$ cat src/rtl/fetch_stage.sv
// rtl/fetch_stage.sv - instruction fetch stage: IF/ID register, one-entry decode-stall hold buffer, redirect squash
// Optional FETCH_PERF_EN adds saturating fetch/stall performance counters.
module fetch_stage #(
    parameter int                WORD_W    = 32,
    parameter logic [WORD_W-1:0] NOP_INSTR = 32'h0000_0000
) (
    input  logic              CLK,
    input  logic              RST,
    input  logic [WORD_W-1:0] pc_in,
    output logic              pcenable,
    output logic              iREN,
    output logic [WORD_W-1:0] iaddr,
    input  logic              ihit,
    input  logic [WORD_W-1:0] iload,
    input  logic              id_stall,
    input  logic              flush,
    output logic              ifid_valid,
    output logic [WORD_W-1:0] ifid_instr,
    output logic [WORD_W-1:0] ifid_npc
`ifdef FETCH_PERF_EN
    ,
    output logic [31:0]       perf_fetched,
    output logic [31:0]       perf_stall
`endif
);

    typedef enum logic {FETCH, HOLD} state_t;

    state_t            state_q, state_d;
    logic              valid_q, valid_d;
    logic [WORD_W-1:0] instr_q, instr_d;
    logic [WORD_W-1:0] npc_q, npc_d;
    logic [WORD_W-1:0] hold_instr_q, hold_instr_d;
    logic [WORD_W-1:0] hold_npc_q, hold_npc_d;
    logic [WORD_W-1:0] pc_plus4;

    assign iaddr      = pc_in;
    assign ifid_valid = valid_q;
    assign ifid_instr = instr_q;
    assign ifid_npc   = npc_q;
    assign pc_plus4   = pc_in + WORD_W'(4);

    always_comb begin
        state_d      = state_q;
        valid_d      = valid_q;
        instr_d      = instr_q;
        npc_d        = npc_q;
        hold_instr_d = hold_instr_q;
        hold_npc_d   = hold_npc_q;
        pcenable     = 1'b0;
        iREN         = 1'b0;
        if (RST) begin
            state_d = FETCH;
        end else if (flush) begin
            // PC must load the redirect target even though nothing is fetched
            pcenable     = 1'b1;
            valid_d      = 1'b0;
            instr_d      = NOP_INSTR;
            state_d      = FETCH;
            hold_instr_d = NOP_INSTR;
            hold_npc_d   = '0;
        end else begin
            case (state_q)
                FETCH: begin
                    iREN = 1'b1;
                    if (ihit) begin
                        pcenable = 1'b1;
                        if (id_stall) begin
                            hold_instr_d = iload;
                            hold_npc_d   = pc_plus4;
                            state_d      = HOLD;
                        end else begin
                            valid_d = 1'b1;
                            instr_d = iload;
                            npc_d   = pc_plus4;
                        end
                    end else if (!id_stall) begin
                        valid_d = 1'b0;
                        instr_d = NOP_INSTR;
                    end
                end
                HOLD: begin
                    if (!id_stall) begin
                        valid_d = 1'b1;
                        instr_d = hold_instr_q;
                        npc_d   = hold_npc_q;
                        state_d = FETCH;
                    end
                end
                default: state_d = FETCH;
            endcase
        end
    end

`ifdef FETCH_PERF_EN
    logic [31:0] perf_fetched_q, perf_fetched_d;
    logic [31:0] perf_stall_q, perf_stall_d;

    assign perf_fetched = perf_fetched_q;
    assign perf_stall   = perf_stall_q;

    always_comb begin
        perf_fetched_d = perf_fetched_q;
        perf_stall_d   = perf_stall_q;
        if (pcenable && !flush && perf_fetched_q != 32'hFFFF_FFFF)
            perf_fetched_d = perf_fetched_q + 32'd1;
        if (((iREN && !ihit) || state_q == HOLD) && perf_stall_q != 32'hFFFF_FFFF)
            perf_stall_d = perf_stall_q + 32'd1;
    end

    always_ff @(posedge CLK) begin
        if (RST) begin
            perf_fetched_q <= '0;
            perf_stall_q   <= '0;
        end else begin
            perf_fetched_q <= perf_fetched_d;
            perf_stall_q   <= perf_stall_d;
        end
    end
`endif

    always_ff @(posedge CLK) begin
        if (RST) begin
            state_q      <= FETCH;
            valid_q      <= 1'b0;
            instr_q      <= NOP_INSTR;
            npc_q        <= '0;
            hold_instr_q <= NOP_INSTR;
            hold_npc_q   <= '0;
        end else begin
            state_q      <= state_d;
            valid_q      <= valid_d;
            instr_q      <= instr_d;
            npc_q        <= npc_d;
            hold_instr_q <= hold_instr_d;
            hold_npc_q   <= hold_npc_d;
        end
    end

endmodule
$ cat config.mk
export PLATFORM = sky130hd
export DESIGN_NAME = fetch_stage
export DESIGN_NICKNAME = d
export VERILOG_FILES = /design/src/rtl/fetch_stage.sv
export SDC_FILE = /design/constraint.sdc
export NUM_CORES = 1
export LEC_CHECK = 0
export BUFFER_PORTS_ARGS = -buffer_cell sky130_fd_sc_hd__buf_2
export CAP_MARGIN = 10
export CORE_AREA = 2 2 142 89
export CTS_CLUSTER_DIAMETER = 80
export DETAILED_ROUTE_END_ITERATION = 6
export DIE_AREA = 0 0 144 91
export GPL_ROUTABILITY_DRIVEN = 0
export PLACE_DENSITY = 0.81
export SYNTH_ARGS = -nofsm -noshare
export SYNTH_HDL_FRONTEND = slang
export SYNTH_SLANG_ARGS = --single-unit
export TNS_END_PERCENT = 1
$ cat constraint.sdc
create_clock -name CLK -period 2.3 [get_ports CLK]
set_clock_uncertainty 0.2 [all_clocks]
set_input_delay 0.46 -clock CLK [delete_from_list [all_inputs] [get_ports CLK]]
set_output_delay 0.46 -clock CLK [all_outputs]
set_load 0.005 [all_outputs]
==> results.cfg <==
[sta]
period_share = 0.964
hold_viol = 0
setup_ws_ps = 83.9
setup_tns_ps = 0
whs_ps = 110
rsz0062_at_grt = false
fin_crit_ps = 2220
worst_pin_slew_ps = 835
slew_violations = 0
finalSetupViolations = 0
fmax_ghz = 0.451
relSlewSlack = 0.444

[setup_path]
crit_chain = buf_4 -> nor2b_1 -> nor2_1 -> nor2_1 -> buf_2
crit_required_ps = 1640
slowest_stage = dfxtp_4
cp_slowest_stage_delay_ps = 340
worstPathMaxFanout = 34
crit_buf_inv = 2
cp-end-kind = output pin
crit_type = reg -> out
cp-start-kind = register
critPathTopFamily = simple AND/OR/NAND/NOR gates
crit_top_cell = nor2_1
crit_arrival_ps = 1560

[place]
portBuffers = 167
dpl_cell_area_um2 = 6710
dpl.hpwl_um = 10300
post-place-ws_ps = -85.4
placedCellCount = 1031

[routing]
initialDrtViolationCount = 385
wl_um = 15600
vias = 5641
drtPass1Iterations = 5
drcViolationCount = 0
ant_nets = 0
wl_met1_um = 7570
route.detailed.wl_per_inst_um = 14.7
wl_met3_um = 1210
routed.top_layer = met5
wl_met2_um = 6720
vias_per_cell = 5.32

[clocking]
hold_buffers = 0
cts_tree = yes
h-tree-depth = 4
clkTransAtPathRegs_ps = 60
cts_resized = 0
cts_buffers = 17
clock_path_buffers = 2
cts_sinks = 130
cts-root-buf = clkbuf_16
postCtsSetupBuffers = 0
clk_latency_ps = 400

[logic_synthesis]
synth_cell_type_count = 41
avgSynthCellArea_um2 = 7.69
syn_area_um2 = 5980
syn-num-nets = 848
synth_warnings = 0
synthCells = 778
ys_seq_area_frac = 0.435
synth-seq-cells = 130

[grt]
antenna_found_initial = 1
grt_pass1_wl_um = 24800
grt_pass1_vias = 4921
grt_usage = 0.236
grt-ovfl-total = 0
grt_max_degree = 79

[floorplan]
core_um2 = 11800
rows = 31
start_util = 0.509
die-area_um2 = 13100
num_io_pins = 168
die_h_um = 91
die_w_um = 144

[hold_path]
hp-class = in -> reg

[final_layout]
design_area_um2 = 7250
antenna_cells = 0
area_growth_pct = 21.2
fin_cells = 1061
fin_util = 0.617
fin_nets = 955
layout-drive-gt1-share = 0.249

[pwr]
power_density_nw_per_um2 = 741
total_power_mw = 5.37
leakagePower_nw = 2.96
ir_drop_mv = 0.447

[run_status]
status = finished, final reports clean

[run]
drv_cap = 0
==> sequential cells by signal, summed over array words and instances (netlist names) <==
signal and cells:
hold_instr_q 32, ifid_instr 32, hold_npc_q 32, ifid_valid 1
ifid_npc 32, state_q 1
==> metal layers <==
metal / GRT usage / vias up
met5: 0 / -
met4: 0.0507 / 2
met3: 0.0575 / 12
met2: 0.347 / 210
met1: 0.349 / 2577
li1: - / 2840
==> layout by cell type, fill, tap and decap left out, types with 2 or more instances in the layout <==
master and instances:
a211oi_1 7, a21oi_1 150, a31oi_1 3, and3_1 17, and4_1 6, buf_12 5
buf_2 167, buf_4 11, clkbuf_16 17, clkbuf_8 2, clkinv_2 5, clkinv_4 2
dfxtp_1 129, inv_1 9, mux2i_1 3, nand2_1 145, nand3_1 14, nand3b_1 32
nand4_1 2, nor2_1 55, nor3_1 14, nor4_1 5, o21ai_0 28, o22ai_1 16
or3_1 3, xnor2_1 21, xor2_1 5
==> report_power, final <==
group | leakage [nW] | internal, mW | total, mW | switching, mW
Sequential | 1.06 | 2.32 | 2.35 | 0.0318
Combinational | 1.63 | 0.213 | 0.538 | 0.325
Clock | 0.272 | 1.52 | 2.48 | 0.959
Total | 2.96 | 4.05 | 5.37 | 1.32
==> final timing paths <==
kind	start	end	slack, ps	depth (start not counted)
max reg2reg	state_q	ifid_npc[24]	360	4
min reg2reg	hold_npc_q[8]	hold_npc_q[8]	250	2
max	state_q	pcenable	80	5
min	iload[12]	hold_instr_q[12]	110	3
==> cell type report <==
type                            instances  area, um2
Clock inverter                         10       86.3
Multi-Input combinational cell        544       2840
Tap cell                              165        206
Fill cell                            1066       4500
Inverter                                9       33.8
Timing Repair Buffer                  183       1020
Clock buffer                           20        457
Sequential cell                       130       2610
==> cell families after synthesis <==
group	share of synthesized area
buf+inv	0.0910
flops	0.435
compound gates	0.183
simple gates	0.246
mux	0.00502
xor+xnor	0.0381
fa+ha+maj	0.00209
==> synthesized netlist by cell type (all sizes together) <==
| cell type | instances | area, um2 |
|---|---|---|
| a31o | 1 | 8.76 |
| a211oi | 7 | 52.6 |
| dfxtp | 130 | 2600 |
| or3 | 3 | 18.8 |
| o22ai | 16 | 100 |
| and3b | 1 | 10.0 |
| nand4 | 3 | 25.0 |
| nand3b | 32 | 240 |
| nand2b | 1 | 6.26 |
| clkbuf | 41 | 154 |
| o21ai | 28 | 140 |
| nor3 | 15 | 75.1 |
| or2 | 1 | 6.26 |
| a21oi | 150 | 751 |
| o21a | 1 | 7.51 |
| a31oi | 3 | 18.8 |
| o211ai | 1 | 7.51 |
| and3 | 17 | 106 |
| and4 | 7 | 62.6 |
| and2b | 1 | 7.51 |
| ha | 1 | 12.5 |
| nor3b | 1 | 12.5 |
| nand3 | 14 | 70.1 |
| nor4b | 1 | 8.76 |
| nor2 | 55 | 206 |
| mux2i | 3 | 30.0 |
| nor2b | 1 | 6.26 |
| nand2 | 146 | 548 |
| o31a | 1 | 8.76 |
| xnor2 | 21 | 184 |
| buf | 54 | 357 |
| nor4 | 6 | 52.6 |
| inv | 9 | 33.8 |
| xor2 | 5 | 43.8 |
| and2 | 1 | 6.26 |
==> tightest hold or removal path, cell delays in order <==
cell and delay, ps:
buf_2 100, nand2_1 50, a21oi_1 50
No activity file was read; power rests on OpenSTA's default activity.
